[config.mk]
export PLATFORM = sky130hd
export DESIGN_NAME = mmc1_serial_writer_flat
export DESIGN_NICKNAME = d
export VERILOG_FILES = /design/src/rtl/mmc1_serial_writer_pkg.sv /design/src/rtl/mmc1_serial_writer_if.sv /design/src/rtl/mmc1_serial_writer_m2_gen.sv /design/src/rtl/mmc1_serial_writer.sv /design/src/flat_wrapper.sv
export SDC_FILE = /design/constraint.sdc
export NUM_CORES = 1
export LEC_CHECK = 0
export ABC_AREA = 1
export CELL_PAD_IN_SITES_DETAIL_PLACEMENT = 0
export CELL_PAD_IN_SITES_GLOBAL_PLACEMENT = 1
export CORE_ASPECT_RATIO = 1.5
export CORE_MARGIN = 2
export CORE_UTILIZATION = 36
export CTS_CLUSTER_DIAMETER = 150
export DETAILED_ROUTE_END_ITERATION = 10
export PLACE_DENSITY = 0.85
export REMOVE_ABC_BUFFERS = 1
export SYNTH_ARGS = -nofsm -noshare
export SYNTH_HDL_FRONTEND = slang
export SYNTH_HIERARCHICAL = 1
export SYNTH_SLANG_ARGS = --single-unit
[constraint.sdc]
create_clock -name clk -period 2.14 [get_ports clk]
set_input_delay 0.428 -clock clk [delete_from_list [all_inputs] [get_ports clk]]
set_output_delay 0.428 -clock clk [all_outputs]
set_load 0.005 [all_outputs]
[src/rtl/mmc1_serial_writer_pkg.sv]
// Shared types and constants for the MMC1 serial register-load writer.
// Register selects, state encoding and the mapper address/data constants live here.
package mmc1_pkg;

  typedef enum logic [1:0] {
    CTRL = 2'd0,
    CHR0 = 2'd1,
    CHR1 = 2'd2,
    PRG  = 2'd3
  } mmc1_reg_e;

  typedef enum logic [2:0] {
    ST_IDLE,
    ST_RST_WR,
    ST_BIT_WR,
    ST_GAP,
    ST_DONE
  } state_e;

  localparam logic [15:0] MMC1_BASE       = 16'h8000;
  localparam logic [7:0]  MMC1_RESET_DATA = 8'h80;
  localparam logic [2:0]  MMC1_BITS       = 3'd5;

  // Bit 15 is always set; bits 14:13 select the mapper register.
  function automatic logic [15:0] reg_addr(input mmc1_reg_e r);
    return MMC1_BASE | {1'b0, r, 13'h0000};
  endfunction

endpackage

[src/rtl/mmc1_serial_writer_if.sv]
// Request handshake plus the generated CPU-side bus of the MMC1 writer.
// The requester uses the master view; the writer itself uses the slave view.
interface mmc1_serial_writer_if;
  logic        req_valid;
  logic        req_ready;
  logic [1:0]  req_reg;
  logic [4:0]  req_data;
  logic        req_reset;
  logic        done;
  logic        m2;
  logic [15:0] cpu_addr;
  logic [7:0]  cpu_data;
  logic        cpu_rw;

  modport master (
    output req_valid, req_reg, req_data, req_reset,
    input  req_ready, done, m2, cpu_addr, cpu_data, cpu_rw
  );

  modport slave (
    input  req_valid, req_reg, req_data, req_reset,
    output req_ready, done, m2, cpu_addr, cpu_data, cpu_rw
  );
endinterface

[src/rtl/mmc1_serial_writer_m2_gen.sv]
// Free-running M2 generator: low phase then high phase, M2_HALF clks each.
// cyc_start marks the clk where the count leaves 0, cyc_end the clk where m2 falls.
module m2_gen #(
  parameter int M2_HALF = 3
) (
  input  logic clk,
  input  logic rst_n,
  output logic m2,
  output logic cyc_start,
  output logic cyc_end
);

  localparam int PERIOD = 2 * M2_HALF;
  localparam int CW     = $clog2(PERIOD);

  logic [CW-1:0] cnt;
  logic [CW-1:0] cnt_d;

  assign cnt_d     = (cnt == CW'(PERIOD - 1)) ? '0 : cnt + CW'(1);
  assign cyc_start = (cnt == '0);
  assign cyc_end   = (cnt == CW'(PERIOD - 1));

  // m2 is registered from the next count so it is glitch-free yet always equals (cnt >= M2_HALF).
  always_ff @(posedge clk or negedge rst_n) begin
    if (!rst_n) begin
      cnt <= '0;
      m2  <= 1'b0;
    end else begin
      cnt <= cnt_d;
      m2  <= (cnt_d >= CW'(M2_HALF));
    end
  end

endmodule

[src/rtl/mmc1_serial_writer.sv]
// Emits one MMC1 serial register load as NES CPU write cycles on an M2-timed bus:
// optional reset write, five LSB-first bit writes, GAP idle M2 cycles after each write.
module mmc1_serial_writer
  import mmc1_pkg::*;
#(
  parameter int          M2_HALF   = 3,
  parameter int          GAP       = 1,
  parameter logic [15:0] IDLE_ADDR = 16'h0000
) (
  input  logic                 clk,
  input  logic                 rst_n,
  mmc1_serial_writer_if.slave  bus
);

  localparam logic [2:0] GAP_LAST = 3'(GAP - 1);

  logic m2, cyc_start, cyc_end;

  m2_gen #(.M2_HALF(M2_HALF)) u_m2_gen (
    .clk       (clk),
    .rst_n     (rst_n),
    .m2        (m2),
    .cyc_start (cyc_start),
    .cyc_end   (cyc_end)
  );

  state_e      state, state_d;
  mmc1_reg_e   lreg, lreg_d;
  logic        lrst, lrst_d;
  logic [4:0]  shreg, shreg_d;
  logic [2:0]  bit_cnt, bit_cnt_d;
  logic [2:0]  gap_cnt, gap_cnt_d;
  logic        ready, ready_d;
  logic [15:0] addr, addr_d;
  logic [7:0]  data, data_d;
  logic        rw, rw_d;
  logic        start_bit, start_idle;

  always_comb begin
    // NOTE: every signal driven here gets a default first, so no path can infer a latch.
    state_d    = state;
    lreg_d     = lreg;
    lrst_d     = lrst;
    shreg_d    = shreg;
    bit_cnt_d  = bit_cnt;
    gap_cnt_d  = gap_cnt;
    ready_d    = ready;
    addr_d     = addr;
    data_d     = data;
    rw_d       = rw;
    start_bit  = 1'b0;
    start_idle = 1'b0;

    unique case (state)
      ST_IDLE: begin
        if (bus.req_valid && ready) begin
          ready_d   = 1'b0;
          lreg_d    = mmc1_reg_e'(bus.req_reg);
          lrst_d    = bus.req_reset;
          shreg_d   = bus.req_data;
          bit_cnt_d = '0;
        end else if (!ready && cyc_start) begin
          if (lrst) begin
            state_d = ST_RST_WR;
            addr_d  = MMC1_BASE;
            data_d  = MMC1_RESET_DATA;
            rw_d    = 1'b0;
          end else begin
            start_bit = 1'b1;
          end
        end
      end
      ST_RST_WR, ST_BIT_WR: begin
        if (cyc_start) begin
          state_d    = ST_GAP;
          gap_cnt_d  = GAP_LAST;
          start_idle = 1'b1;
        end
      end
      ST_GAP: begin
        // Bit writes begin on a cycle start; completion is flagged as the last idle cycle's m2 falls.
        if (cyc_start && gap_cnt != '0) begin
          gap_cnt_d = gap_cnt - 3'd1;
        end else if (cyc_start && bit_cnt != MMC1_BITS) begin
          start_bit = 1'b1;
        end else if (cyc_end && gap_cnt == '0 && bit_cnt == MMC1_BITS) begin
          state_d = ST_DONE;
        end
      end
      ST_DONE: begin
        state_d = ST_IDLE;
        ready_d = 1'b1;
      end
      default: state_d = ST_IDLE;
    endcase

    if (start_bit) begin
      state_d   = ST_BIT_WR;
      addr_d    = reg_addr(lreg);
      data_d    = {7'b0, shreg[0]};
      rw_d      = 1'b0;
      shreg_d   = shreg >> 1;
      bit_cnt_d = bit_cnt + 3'd1;
    end
    if (start_idle) begin
      addr_d = IDLE_ADDR;
      data_d = '0;
      rw_d   = 1'b1;
    end
  end

  // NOTE: state registers use non-blocking assignments so every flop samples pre-edge values.
  always_ff @(posedge clk or negedge rst_n) begin
    if (!rst_n) begin
      state   <= ST_IDLE;
      lreg    <= CTRL;
      lrst    <= 1'b0;
      shreg   <= '0;
      bit_cnt <= '0;
      gap_cnt <= '0;
      ready   <= 1'b1;
      addr    <= IDLE_ADDR;
      data    <= '0;
      rw      <= 1'b1;
    end else begin
      state   <= state_d;
      lreg    <= lreg_d;
      lrst    <= lrst_d;
      shreg   <= shreg_d;
      bit_cnt <= bit_cnt_d;
      gap_cnt <= gap_cnt_d;
      ready   <= ready_d;
      addr    <= addr_d;
      data    <= data_d;
      rw      <= rw_d;
    end
  end

  assign bus.req_ready = ready;
  assign bus.done      = (state == ST_DONE);
  assign bus.m2        = m2;
  assign bus.cpu_addr  = addr;
  assign bus.cpu_data  = data;
  assign bus.cpu_rw    = rw;

endmodule

[src/flat_wrapper.sv]
// flat-port wrapper written by rule: the top's interface ports become plain ports
module mmc1_serial_writer_flat import mmc1_pkg::*;
#(
  parameter int          M2_HALF   = 3,
  parameter int          GAP       = 1,
  parameter logic [15:0] IDLE_ADDR = 16'h0000
)
  (clk, rst_n, bus_req_valid, bus_req_reg, bus_req_data, bus_req_reset, bus_req_ready, bus_done, bus_m2, bus_cpu_addr, bus_cpu_data, bus_cpu_rw);
  mmc1_serial_writer_if bus_i ();
  input  logic clk;
  input  logic rst_n;
  input wire logic [$bits(bus_i.req_valid)-1:0] bus_req_valid;
  input wire logic [$bits(bus_i.req_reg)-1:0] bus_req_reg;
  input wire logic [$bits(bus_i.req_data)-1:0] bus_req_data;
  input wire logic [$bits(bus_i.req_reset)-1:0] bus_req_reset;
  output wire logic [$bits(bus_i.req_ready)-1:0] bus_req_ready;
  output wire logic [$bits(bus_i.done)-1:0] bus_done;
  output wire logic [$bits(bus_i.m2)-1:0] bus_m2;
  output wire logic [$bits(bus_i.cpu_addr)-1:0] bus_cpu_addr;
  output wire logic [$bits(bus_i.cpu_data)-1:0] bus_cpu_data;
  output wire logic [$bits(bus_i.cpu_rw)-1:0] bus_cpu_rw;
  assign bus_i.req_valid = bus_req_valid;
  assign bus_i.req_reg = bus_req_reg;
  assign bus_i.req_data = bus_req_data;
  assign bus_i.req_reset = bus_req_reset;
  assign bus_req_ready = bus_i.req_ready;
  assign bus_done = bus_i.done;
  assign bus_m2 = bus_i.m2;
  assign bus_cpu_addr = bus_i.cpu_addr;
  assign bus_cpu_data = bus_i.cpu_data;
  assign bus_cpu_rw = bus_i.cpu_rw;
  mmc1_serial_writer #(.M2_HALF(M2_HALF), .GAP(GAP), .IDLE_ADDR(IDLE_ADDR)) u_core (.clk(clk), .rst_n(rst_n), .bus(bus_i));
endmodule
---- Word-level counts from Yosys, hierarchy flattened ----
Index checks and enable logic that the tools add are counted.
cells by class
  add/sub/neg operators ................... 3
  multipliers ............................. 0
  divide/modulo/power cells ............... 0
  $lt $le $gt $ge ......................... 1
  equality and inequality tests ........... 18
  shift-type cells ........................ 0
  muxes and demuxes ....................... 47
  bitwise operators ....................... 0
  reduce and logical (&&, ||, !) cells .... 25
operator list
  cell                                                               number
  two-way mux 16 bit                                                 6
  two-way mux 8 bit                                                  6
  two-way mux 3 bit                                                  14
  two-way mux 5 bit                                                  3
  != test 3 x 1 -> 1 bit, second input constant                      5
  two-way mux 1 bit                                                  14
  nonzero test 3 bit                                                 4
  == test 3 bit, second input constant                               3
  logical NOT 3 bit                                                  3
  != test 3 x 2 -> 1 bit, second input constant                      3
  case mux 3 bit (3 select lines)                                    1
  nonzero test 2 bit                                                 4
  AND reduction 7 bit                                                1
  adder 3 x 1 -> 3 bit, second input constant                        2
  == test 3 x 2 -> 1 bit, second input constant                      2
  logical AND 1 bit                                                  6
  != test 2 x 1 -> 1 bit, second input constant                      3
  case mux 3 bit (2 select lines)                                    1
  AND reduction 2 bit                                                3
  case mux 1 bit (2 select lines)                                    2
  AND reduction 4 bit                                                1
  == test 3 x 1 -> 1 bit, second input constant                      1
  greater-or-equal comparator 3 x 2 -> 1 bit, second input constant  1
  != test 3 bit, second input constant                               1
  other kinds (4)                                                    4
word-level totals
  register bits ........................... 47
  latch bits .............................. 0
  RAM bits ................................ 0
  ROM bits ................................ 0
  bits of input ports ..................... 11
  output and inout port bits .............. 28
  word-level logic and storage cells ...... 106
  memories ................................ 0

---- Longest topological paths before layout ----
Gate-level depths: netlist of run 1.
  depth in word-level cells ............... 8
  gate-level depth with buffers ........... 11
  mapped depth without buffers ............ 11

---- Hierarchy ----
The synthesis of run 1 kept the hierarchy.
by module, submodules not included
  module              instances  cells an instance  area an instance (sq um)  sequential area each (sq um)
  mmc1_serial_writer  1          169                1,421.4                   603.1
  m2_gen              1          17                 151.4                     100.1

---- Least setup slack after synthesis of run 1 ----
OpenSTA, ideal clock, no wires.
  kind .................................... register to register
  start point ............................. reg u_core.u_m2_gen.cnt[1]
  end point ............................... reg u_core.state[1]
  setup time .............................. 0.120 ns
  data arrival time ....................... 1.516 ns
  data required time ...................... 2.020 ns
  slack ................................... 0.504 ns
  cell stages (with the launch flop) ...... 11
  buffers on the path ..................... 0
  period minus slack after synthesis ...... 1.636 ns
  path through ............................ dfrtp_1 > nor3_1 > inv_2 > nor2_4 > nand2_1 > nor2_2 > nor2_4 > nand2_2 > nand2_2 > nand2_1 > nand2_1
between the ends
  longest elaborated chain between the ends .. 7
  elaborated cells on any way between the ends .. 21
  those cells by class .................... 8 x eq/ne; 6 x mux; 7 x reduce/logical
RTL lines
  what                                                                               RTL line                                            RTL
  start: declaration                                                                 mmc1_serial_writer_m2_gen.sv:16                     logic [CW-1:0] cnt;
  start signal: assignment                                                           mmc1_serial_writer_m2_gen.sv:29                     cnt <= cnt_d;
  logical NOT 3 bit (*)                                                              mmc1_serial_writer_m2_gen.sv:20                     assign cyc_start = (cnt == '0);
  via u_core.cyc_start                                                               mmc1_serial_writer.sv:17                            logic m2, cyc_start, cyc_end;
  logical AND 1 bit (on tied branches)                                               mmc1_serial_writer.sv:84, mmc1_serial_writer.sv:62
  two-way mux 1 bit (on tied branches)                                               mmc1_serial_writer.sv:84, mmc1_serial_writer.sv:62
  two-way mux 1 bit (on tied branches)                                               mmc1_serial_writer.sv:82, mmc1_serial_writer.sv:56
  case mux 1 bit (2 select lines)                                                    mmc1_serial_writer.sv:54                            unique case (state)
  != test 3 x 2 -> 1 bit (no source line) or != test 3 x 1 -> 1 bit (tied branches)  -
  AND reduction 7 bit (no source line)                                               -
  end signal: assignment                                                             mmc1_serial_writer.sv:126                           state <= state_d;
  end: declaration                                                                   mmc1_serial_writer.sv:27                            state_e state, state_d;
Mark *: on every way through the listed nets, which the timed path passes. The rest lies on a longest branch.
A chain may end at the register's enable or synchronous reset.

---- Final worst setup path of run 1 ----
  start point ............................. reg u_core.state[2]
  end point ............................... out bus_done
between the ends
  longest elaborated chain between the ends .. 1
RTL lines
  what              RTL line                   RTL
  == test 3 bit     mmc1_serial_writer.sv:140  assign bus.done = (state == ST_DONE);
  end: declaration  flat_wrapper.sv:17         output wire logic [$bits(bus_i.done)-1:0] bus_done;
Every way passes these cells.

==> metrics.csv, run 1 <==
metric;value;unit
cp-startpoint;u_core/state[2];
pwr-share-seq;53.6;%
start_kind;flip-flop;
first_pass_iters;4;
hold_path_class;flip-flop to flip-flop;
die_height;85.0;um
min_from;u_core/shreg[3];
drcViolationCount;0;
place_ws;0.328;ns
switchingPower;0.189;mW
cts.reportedPaths.clkPinSlew;0.10;ns
end_kind;output pin;
dieWidth;58.0;um
finalWorstSetupSlack;0.226;ns
viasPerCell;4.63;
cts_buffer_depth;2;
cts_root_buf;clkbuf_8;
antenna_found_initial;0;
ys_top_cells_by_area;dfrtp_1, nand2_1, buf_4, nor2_4, nand3_1;
fmax;522;MHz
synthDistinctLibCells;26;
path_class;flip-flop to output pin;
rsz0062_at_grt;false;
ctsResizeCount;0;
fin_crit_sh;89.5;%
maxCapViolations;0;
ys_seq_area_share;44.7;%
synth_area_leader_cell;dfrtp_1;
clock_skew;0.00381;ns
io_buffer_count;19;
gp_congestion;0.790;
grt-ovfl-total;0;
cts_tree;yes;
dpl_cell_area;0.00174;mm2
postCtsSetupBuffers;0;
core_area;0.00421;mm2
r2r-start;u_core/u_m2_gen/cnt[1];
grt_util_all_layers;13.2;%
clkLatencyLatePin;0.28;ns
antenna_left;0;
crit_required;1.71;ns
dp_hpwl;2170;um
min_period;1.91;ns
cts_hold_buffers;0;
fp.dieArea;0.00492;mm2
pwr-share-clk;42.4;%
avgSynthCellArea;8.46;um2
synthCells;186;
p_sw_share;19.2;%
tightest_slew;0.529;ns
cts_inserted_buffers;3;
ys_ff_latch;28;
grt_pass1_wl;5090;um
slew_violations;0;
status;finished clean;
p_int;0.797;mW
clock-sinks;28;
layout-drive-gt1-share;16.3;%
power_density;544;mW/mm2
fin_setup_tns;0;ns
grt_pass1_vias;1218;
initial_core_util;37.4;%
vias;1175;
fp-row-count;29;
setup_viol;0;
num_io_pins;39;
critPathArrivalTime;1.49;ns
power.leakage;0.950;nW
pwr-share-comb;4.0;%
synthesis.area;0.00157;mm2
slew-limit-headroom;64.5;%
synthToLayoutAreaGrowth;15.3;%
drtIter0Drc;29;
synth.top_cell.area_share;41.4;%
htreeDepth;1;
path_max_fanout;6;
grt_max_degree;29;
finalInstanceArea;0.00181;mm2
wl;2770;um
avgRoutedWirePerCell;10.9;um
nNetsFinal;224;
ir_drop;0.458;mV
finalHoldViolations;0;
antenna_cells;0;
ys_warn_count;6;
==> sequential cells by signal, indices dropped and copies added (netlist names) <==
name / flops
u_core/u_m2_gen/cnt: 3
u_core/shreg: 5
u_core/bus.cpu_rw: 1
u_core/lrst: 1
u_core/lreg: 2
u_core/gap_cnt: 3
u_core/u_m2_gen/m2: 1
u_core/bus.cpu_addr: 3
u_core/bit_cnt: 3
u_core/bus.req_ready: 1
u_core/state: 3
u_core/bus.cpu_data: 2
==> layout make-up <==
cell class	count	area (um2)
Clock buffer	3	41.3
Clock inverter	1	30.0
Fill cell	423	2400
Inverter	20	75.1
Multi-Input combinational cell	136	708
Sequential cell	28	703
Tap cell	46	57.6
Timing Repair Buffer	20	198
==> kinds of logic after synthesis <==
kind of cell / after synthesis / synth area share [%]
compound gates: 14 / 4.85
flops: 28 / 44.7
xor+xnor: 1 / 0.557
other cells: 1 / 0.238
buf+inv: 40 / 14.6
fa+ha+maj: 4 / 3.18
simple gates: 98 / 31.9
==> stage by stage <==
step | util (%) | hold slack (ns) | total power [mW] | std cells
after detailed placement | 41.4 | 0.470 | 0.579 | 250
final | 43.1 | 0.489 | 0.986 | 254
after global routing | 43.1 | 0.509 | 1.03 | 254
after floorplan | - | 0.132 | 0.548 | 184
after global placement | 41.4 | 0.468 | 0.579 | 250
after CTS | 43.1 | 0.496 | 1.01 | 254
==> power groups by stage <==
stage	registers (mW)	logic, mW	clock network (mW)
after global placement	0.539	0.0395	0
after CTS	0.529	0.0398	0.439
final	0.529	0.0392	0.418
after floorplan	0.539	0.00901	0
after global routing	0.529	0.0450	0.452
after detailed placement	0.539	0.0397	0
==> layout by cell type, fill, tap and decap left out, types with 2 or more instances in the layout <==
master and n:
nand2_1 51, dfrtp_1 26, clkdlybuf4s50_1 19, conb_1 19, inv_1 14, nand3_1 13
nor2_1 10, nor2_4 7, inv_2 6, nand2_2 5, o21ai_0 5, nor2_2 4
ha_1 4, clkbuf_8 3, a21oi_1 3, nand2_4 2, nand3_2 2, nand4_1 2
o21ai_1 2, o22ai_1 2, dfstp_2 2
==> worst paths after layout <==
kind	endpoint	slack [ns]	cells past startpoint
max	bus_done	0.23	3
min	u_core/shreg[3]	0.49	2
max reg2reg	u_core/state[1]	0.30	10
min reg2reg	u_core/shreg[3]	0.49	2
max in group asynchronous	u_core/bus.cpu_rw	1.31	2
min in group asynchronous	u_core/bit_cnt[2]	0.52	2
==> worst max-delay path: stages, from the launching register on <==
cell and delay (ns):
dfrtp_1 0.46, inv_2 0.12, nor2_1 0.13, clkdlybuf4s50_1 0.50
==> synthesized netlist by cell type <==
master	number
a21boi_1	1
a21oi_1	3
a31oi_1	1
buf_4	19
buf_6	1
conb_1	1
dfrtp_1	26
dfstp_2	2
ha_1	4
inv_1	14
inv_2	6
nand2_1	51
nand2_2	5
nand2_4	2
nand3_1	13
nand3_2	2
nand4_1	2
nand4_2	1
nor2_1	10
nor2_2	4
nor2_4	7
nor3_1	1
o21ai_0	5
o21ai_1	2
o22ai_1	2
xnor2_1	1
==> metal layers <==
metal	vias up	track usage, %	wire length (um)	share of wire (%)
met5	-	0	0	0
met4	0	9.09	108	3.9
met3	7	1.37	101	3.7
met2	34	22.8	1440	52
met1	539	14.9	1110	40
li1	595	-	-	-
Note: power is estimated with default switching activity, not from simulation.
==> run 2, diff against run 1 <==
Settings changed: HOLD_SLACK_MARGIN set to 0.15.
==> results of run 2 <==
Same layout as run 1: the final DEF is identical, and so are final timing and power.
